===== src/rtl/rr_mux4_arbiter.sv =====
// Purpose : round-robin arbiter steering one of four requesters onto a shared valid/ready output.
// Latency : grant registered 1 cycle after req; data path is combinational (0 cycles d -> y).
// Backpress: y_ready low holds the grant and the transfer count; a grant is released only on
//            request drop or after MAX_HOLD accepted transfers while another requester waits.
//
// Ports:
//   clk, rst         clock and synchronous active-high reset
//   req[3:0]         per-requester request; d0..d3 carry the matching data words
//   y, y_valid       selected data and its valid (busy & req[sel])
//   y_ready          downstream accept
//   gnt, sel, busy   registered one-hot grant, its index, and grant-held flag
module rr_mux4_arbiter #(
  parameter int DW       = 8,
  parameter int MAX_HOLD = 4
) (
  input  logic          clk,
  input  logic          rst,
  input  logic [3:0]    req,
  input  logic [DW-1:0] d0,
  input  logic [DW-1:0] d1,
  input  logic [DW-1:0] d2,
  input  logic [DW-1:0] d3,
  input  logic          y_ready,
  output logic [DW-1:0] y,
  output logic          y_valid,
  output logic [3:0]    gnt,
  output logic [1:0]    sel,
  output logic          busy
);

  typedef enum logic {IDLE, GRANT} state_t;

  localparam logic [7:0] CNT_MAX = 8'(MAX_HOLD - 1);

  state_t     state_q, state_d;
  logic [3:0] gnt_d;
  logic [1:0] sel_d;
  logic [1:0] ptr_q, ptr_d;     // index served last; searched last on the next pick
  logic [7:0] cnt_q, cnt_d;     // accepted transfers in the current grant, saturating

  logic       transfer;
  logic [3:0] others;
  logic       release_now;
  logic [1:0] pick_idle;
  logic [1:0] pick_next;

  // Search last+1 .. last+4 (mod 4); last itself is checked only as the final candidate.
  function automatic logic [1:0] rr_pick(input logic [1:0] last, input logic [3:0] mask);
    logic [1:0] idx;
    logic       found;
    rr_pick = last;
    found   = 1'b0;
    for (int k = 1; k <= 4; k++) begin
      idx = last + 2'(k);
      if (!found && mask[idx]) begin
        rr_pick = idx;
        found   = 1'b1;
      end
    end
  endfunction

  assign busy     = (state_q == GRANT);
  assign y_valid  = busy & req[sel];
  assign transfer = y_valid & y_ready;
  assign others   = req & ~(4'b0001 << sel);

  // A saturated counter only forces a release once someone else is actually waiting.
  assign release_now = !req[sel] || (transfer && (cnt_q == CNT_MAX) && (others != 4'b0000));

  assign pick_idle = rr_pick(ptr_q, req);
  // On release ptr becomes sel, so the current owner is searched last.
  assign pick_next = rr_pick(sel, others);

  always_comb begin
    state_d = state_q;
    gnt_d   = gnt;
    sel_d   = sel;
    ptr_d   = ptr_q;
    cnt_d   = cnt_q;
    case (state_q)
      IDLE: begin
        if (req != 4'b0000) begin
          state_d = GRANT;
          gnt_d   = 4'b0001 << pick_idle;
          sel_d   = pick_idle;
          cnt_d   = 8'd0;
        end
      end
      GRANT: begin
        if (release_now) begin
          ptr_d = sel;
          cnt_d = 8'd0;
          if (others != 4'b0000) begin
            gnt_d = 4'b0001 << pick_next;
            sel_d = pick_next;
          end else begin
            // sel is left as-is so the output mux does not move while idle.
            state_d = IDLE;
            gnt_d   = 4'b0000;
          end
        end else if (transfer && (cnt_q != CNT_MAX)) begin
          cnt_d = cnt_q + 8'd1;
        end
      end
      default: begin
        state_d = IDLE;
        gnt_d   = 4'b0000;
      end
    endcase
  end

  always_ff @(posedge clk) begin
    if (rst) begin
      state_q <= IDLE;
      gnt     <= 4'b0000;
      sel     <= 2'd0;
      ptr_q   <= 2'd3;
      cnt_q   <= 8'd0;
    end else begin
      state_q <= state_d;
      gnt     <= gnt_d;
      sel     <= sel_d;
      ptr_q   <= ptr_d;
      cnt_q   <= cnt_d;
    end
  end

  always_comb begin
    y = '0;
    if (busy) begin
      case (sel)
        2'd0:    y = d0;
        2'd1:    y = d1;
        2'd2:    y = d2;
        default: y = d3;
      endcase
    end
  end

endmodule


===== config.mk =====
export PLATFORM = sky130hd
export DESIGN_NAME = rr_mux4_arbiter
export DESIGN_NICKNAME = d
export VERILOG_FILES = /design/src/rtl/rr_mux4_arbiter.sv
export SDC_FILE = /design/constraint.sdc
export NUM_CORES = 1
export LEC_CHECK = 0
export BUFFER_PORTS_ARGS = -buffer_cell sky130_fd_sc_hd__buf_2
export CAP_MARGIN = 20
export CORE_AREA = 2 2 60 62
export DETAILED_ROUTE_END_ITERATION = 8
export DIE_AREA = 0 0 62 64
export GPL_TIMING_DRIVEN = 0
export PLACE_DENSITY = 0.85
export SLEW_MARGIN = 20
export SYNTH_ARGS = -nofsm -noshare
export SYNTH_HDL_FRONTEND = slang
export SYNTH_SLANG_ARGS = --single-unit

===== constraint.sdc =====
create_clock -name clk -period 2.9 [get_ports clk]
set_input_delay 0.58 -clock clk [delete_from_list [all_inputs] [get_ports clk]]
set_output_delay 0.58 -clock clk [all_outputs]
set_load 0.01 [all_outputs]

=== After elaboration in Yosys (flattened, before gate mapping) ===
Cells that the tools add are included.

* Word-level logic and storage cells: 110
* Output and inout bits: 16
* Flip-flop bits (word level): 17
* Input bits: 39

* Add/sub/neg operators: 7
* Reduce and logical (&&, ||, !) cells: 24
* Magnitude comparators: 8
* Bitwise logic cells: 5
* Shift-type cells: 3
* Equal/unequal tests: 8
* Muxes and demuxes: 50

{| class="wikitable"
|+ Operators with widths
! cell !! number
|-
| $mux W8 || 4
|-
| $lt A2 B3 Y1 const B || 8
|-
| $pmux W8 S3 || 1
|-
| $mux W2 || 11
|-
| $bmux W1 S2 || 9
|-
| $mux W1 || 18
|-
| $pmux W8 S2 || 1
|-
| $mux W4 || 3
|-
| $shl A1 B2 Y4 const A || 3
|-
| $logic_and A1 B1 Y1 || 9
|-
| $add A2 B2 Y2 const B || 4
|-
| $add A8 B1 Y8 const B || 1
|-
| $eq A8 B2 Y1 const B || 1
|-
| $ne A8 B2 Y1 const B || 1
|-
| $pmux W4 S2 || 1
|-
| $reduce_bool A4 Y1 || 2
|-
| $logic_not A1 Y1 || 7
|-
| $reduce_and A2 Y1 || 3
|-
| $add A2 B1 Y2 const B || 2
|-
| $and A4 B4 Y4 || 1
|-
| $ne A2 B1 Y1 const B || 2
|-
| $not A4 Y4 || 1
|-
| $pmux W2 S2 || 1
|-
| $ne A3 B1 Y1 const B || 1
|-
| 9 further kinds || 10
|}

=== Logic depth before layout (Yosys ltp) ===
* Depth after elaboration: 19
* Mapped depth: 10
* Gate-level depth less buffers: 8

=== Worst setup path after synthesis ===
OpenSTA, ideal clock, no wires.

* Kind: register to register
* From: register sel[1]
* To: register gnt[0]
* Setup time: 0.117 ns
* Period minus slack after synthesis: 2.554 ns
* Arrival time: 2.437 ns
* Buffers on the path: 2
* Stages on the path, launching flop included: 11
* Setup slack: 0.346 ns
* Required time: 2.783 ns
* Cells stage by stage: dfxtp_1 clkbuf_1 inv_1 ha_1 buf_2 nand2b_1 mux4_2 a21boi_2 xnor2_1 and3_1 o22a_1

* Word-level cells in the longest chain between the ends: 19
* Elaborated cells between the ends (all ways): 42
* Those cells by class: add/sub (3); eq/ne (1); shift (2); mux (20); bitwise (4); reduce/logical (12)

{| class="wikitable"
|+ Ends and longest elaborated chain
! element !! line !! text
|-
| from (decl) || 27 || <nowiki>output logic [1:0] sel,</nowiki>
|-
| from (signal assigned) || 122 || <nowiki>sel <= sel_d;</nowiki>
|-
| parallel branches: the longest is 19 deep, another holds $add A2 B1 Y2 || n/a ||
|-
| to (signal assigned) || 121 || <nowiki>gnt <= gnt_d;</nowiki>
|-
| to (decl) || 26 || <nowiki>output logic [3:0] gnt,</nowiki>
|}

Several ways; the timed one is not identified. The select of a mux whose other input is x is not followed.
A chain may end at the register's enable or synchronous reset.

=== Final worst setup path ===
* From: register sel[0]
* To: output port y[2]

* Word-level cells in the longest chain between the ends: 3
* Elaborated cells between the ends (all ways): 5
* Those cells by class: eq/ne (2); mux (2); reduce/logical (1)

{| class="wikitable"
|+ Ends and longest elaborated chain
! element !! line !! text
|-
| $eq A2 B2 Y1 (tied with other cells) || 131 || <nowiki>case (sel)</nowiki>
|-
| $pmux W8 S3 (*) || 131 ||
|-
| $mux W8 (*) || 130 || <nowiki>if (busy) begin</nowiki>
|-
| to (decl) || 24 || <nowiki>output logic [DW-1:0] y,</nowiki>
|}

Mark *: on every way between the ends. The rest lies on a longest branch, timed or not.

==> load_flow_metrics.sql <==
INSERT INTO impl_metrics (metric_group, metric, value, unit) VALUES
('run_status', 'status', 'finished clean', ''),
('setup_path', 'max_stage_delay', '0.38', 'ns'),
('power_and_ir_drop', 'p_sw', '462', 'uW'),
('synth', 'synth.area.top_cells', 'sky130_fd_sc_hd__dfxtp_1, sky130_fd_sc_hd__a222oi_1, sky130_fd_sc_hd__mux4_2', ''),
('timing', 'finalHoldViolCount', '0', ''),
('detailed_routing', 'wirelength', '4.13', 'mm'),
('synth', 'yosys_register_bits', '17', ''),
('synth', 'adder_and_majority_cell_fraction_of_the_synthesized_area', '0.0478', ''),
('hold_path', 'holdCritPathClass', 'reg2reg', ''),
('synth', 'synth_simple_gate_area_share', '0.299', ''),
('synth', 'synth.cells.most_frequent', 'sky130_fd_sc_hd__nand2_1, sky130_fd_sc_hd__dfxtp_1, sky130_fd_sc_hd__a21oi_1', ''),
('setup_path', 'critPathTopFamily', 'buffers and inverters', ''),
('global_routing', 'overflow', '0', ''),
('setup_path', 'cp_endpoint_kind', 'output port', ''),
('layout', 'fillerInstances', '305', ''),
('cts', 'clock_path_buffers', '2', ''),
('power_and_ir_drop', 'power.share.combinational', '0.622', ''),
('synth', 'post_synthesis_area_per_instance', '7.96', 'um^2'),
('setup_path', 'maximum_fanout_count_along_the_critical_path', '10', ''),
('layout', 'final_design_area_no_fill', '1960', 'um^2'),
('timing', 'worst-slew-pin-transition', '0.676', 'ns'),
('cts', 'h_tree_lvls', '1', ''),
('layout', 'drive_above_1_share', '0.323', ''),
('global_routing', 'grt_start_max_net_pins', '11', ''),
('placement', 'placed_wire_length_estimate_after_detailed_placement', '3.16', 'mm'),
('hold_path', 'min_path_cells', '1', ''),
('power_and_ir_drop', 'relative_contribution_of_the_clock_network_to_total_power', '0.114', ''),
('cts', 'tritoncts_num_sinks', '17', ''),
('setup_path', 'required', '2.32', 'ns'),
('setup_path', 'timing.setup.critical_path_class', 'reg2out', ''),
('detailed_routing', 'post_drt_wl_per_cell', '13.6', 'um'),
('timing', 'timing.fmax', '0.367', 'GHz'),
('synth', 'async_reset_ff_frac', '0', ''),
('synth', 'ys.flop_type', 'sky130_fd_sc_hd__dfxtp_1', ''),
('setup_path', 'worst-r2r-cell-count', '9', ''),
('layout', 'flow.area_growth_from_synthesis', '25.0', '%'),
('synth', 'synth_largest_area_cell', 'sky130_fd_sc_hd__dfxtp_1', ''),
('timing', 'final_min_period_over_clock_period', '0.941', ''),
('synth', 'yosysTopAreaCellShare', '0.217', ''),
('power_and_ir_drop', 'pwr_density_cell', '561', 'nW/um^2'),
('power_and_ir_drop', 'leakagePower', '0.863', 'nW'),
('floorplanning', 'initial_utilization', '0.478', ''),
('timing', 'setup_viol', '0', ''),
('synth', 'muxShareOfSynthArea', '0.0702', ''),
('cts', 'path_clk_slew', '0.09', 'ns'),
('synth', 'synth_fp_nets', '242', ''),
('placement', 'place.port_buffers', '53', ''),
('synth', 'synth_cells', '197', ''),
('setup_path', 'critical_path.most_common_cell', 'sky130_fd_sc_hd__buf_2', ''),
('placement', 'gp_congestion', '0.857', ''),
('global_routing', 'via_count_of_the_first_global_routing_pass', '1565', ''),
('detailed_routing', 'drtIter0Drc', '177', ''),
('timing', 'finalSetupTns', '0', 'ns'),
('power_and_ir_drop', 'cellInternalPower', '638', 'uW'),
('layout', 'storage_element_area', '345', 'um^2'),
('synth', 'synth-compound-area-share', '0.278', ''),
('synth', 'synth_xor_xnor_area_share', '0.0391', ''),
('detailed_routing', 'post_drt_via_cell_ratio', '5.70', ''),
('setup_path', 'crit_chain', 'buf_8, clkinvlp_4, ha_1, buf_2, a222oi_1, o21ai_1, and2_1, buf_2', ''),
('floorplanning', 'die-area', '3970', 'um^2'),
('layout', 'n_antenna_cell', '0', ''),
('setup_path', 'crit_buf_inv', '4', ''),
('setup_path', 'worstSetupPathDepth', '8', ''),
('floorplanning', 'die_x_extent', '62', 'um'),
('synth', 'synth_top_family_by_area', 'simple AND/OR/NAND/NOR gates', ''),
('timing', 'final.hold.worst_slack', '0.486', 'ns'),
('setup_path', 'arrival', '2.15', 'ns'),
('detailed_routing', 'vias', '1728', ''),
('power_and_ir_drop', 'power_share_of_the_sequential_group', '0.264', ''),
('placement', 'pre_cts_slack', '0.0372', 'ns'),
('cts', 'tritoncts', 'done', '');
[metrics by stage]
step,power (mW),utilization
finish,1.10,0.597
global route,1.19,0.597
global placement,0.924,0.576
floorplan,0.767,-
CTS,1.07,0.584
detailed placement,0.940,0.576
[worst reg2reg max path: cells and delay by family, from the launching register on]
kind	cells	cell delay [ns]
DFF	1	0.38
adders and majority gates	1	0.22
buffers and inverters	3	0.49
AOI/OAI and AO/OA	2	0.51
muxes	1	0.52
and+or+nand+nor	2	0.46
[layout make-up]
cell class,instances,share of cell area
clock buffers,4,0.0134
repair buffers,56,0.147
multi-input cells,162,0.587
flip-flops and latches,17,0.176
well taps,46,0.0294
inverters,6,0.0134
plain buffers,12,0.0338
[metal layers]
layer,track usage,share of wire,up-vias
met5,0,0,-
met4,0.0479,0.012,0
met3,0.0466,0.059,8
met2,0.371,0.49,67
met1,0.278,0.44,789
li1,-,-,864
[cell usage in the layout, fill, tap and decap left out, types with 4 or more instances in the layout]
| cell | count |
|---|---|
| sky130_fd_sc_hd__mux4_2 | 4 |
| sky130_fd_sc_hd__xnor2_1 | 6 |
| sky130_fd_sc_hd__dfxtp_1 | 15 |
| sky130_fd_sc_hd__nand2b_1 | 7 |
| sky130_fd_sc_hd__inv_1 | 5 |
| sky130_fd_sc_hd__a222oi_1 | 9 |
| sky130_fd_sc_hd__nand2_1 | 18 |
| sky130_fd_sc_hd__and3_1 | 4 |
| sky130_fd_sc_hd__nor2b_1 | 5 |
| sky130_fd_sc_hd__ha_1 | 6 |
| sky130_fd_sc_hd__nand3_1 | 4 |
| sky130_fd_sc_hd__buf_2 | 58 |
| sky130_fd_sc_hd__a211oi_1 | 5 |
| sky130_fd_sc_hd__clkbuf_1 | 6 |
| sky130_fd_sc_hd__o22a_1 | 4 |
| sky130_fd_sc_hd__o21ai_0 | 11 |
| sky130_fd_sc_hd__nor2_1 | 12 |
| sky130_fd_sc_hd__and2_1 | 11 |
| sky130_fd_sc_hd__a21oi_1 | 13 |
| sky130_fd_sc_hd__clkbuf_4 | 4 |
[registers in the layout, summed over array words and instances, names as in the netlist]
| name | count |
|---|---|
| ptr_q | 2 |
| sel | 2 |
| busy | 1 |
| cnt_q | 8 |
| gnt | 4 |
[repair_timing]
action,4_1_cts,5_1_grt
setup endpoints to repair,8,11
pin swaps,0,1
hold buffers,0,0
resized for setup,1,9
setup buffers,0,3
[logic make-up (layout without fill, tap and decap cells)]
| kind of cell | count (synthesis) | in the layout |
|---|---|---|
| buffers and inverters | 18 | 78 |
| AO/OA/AOI/OAI | 60 | 60 |
| flip-flops | 17 | 17 |
| adder cells (fa/ha/maj) | 6 | 6 |
| multiplexers | 6 | 6 |
| AND/OR/NAND/NOR | 83 | 83 |
| XOR/XNOR | 7 | 7 |
[power by group through the flow]
stage	combinational, mW	clock (mW)	sequential (mW)
4_1_cts	0.652	0.131	0.287
6_report	0.684	0.125	0.290
2_1_floorplan	0.466	0	0.300
3_3_place_gp	0.633	0	0.291
5_1_grt	0.753	0.145	0.296
3_5_place_dp	0.649	0	0.291
[path summary, 6_finish.rpt]
kind	start	end	slack (ns)
hold reg to reg	gnt[0]	gnt[0]	0.49
setup / recovery	sel[0]	y[2]	0.17
setup reg to reg	sel[0]	gnt[0]	0.27
hold / removal	gnt[0]	gnt[0]	0.49
Power figures use the tool's default switching activity.
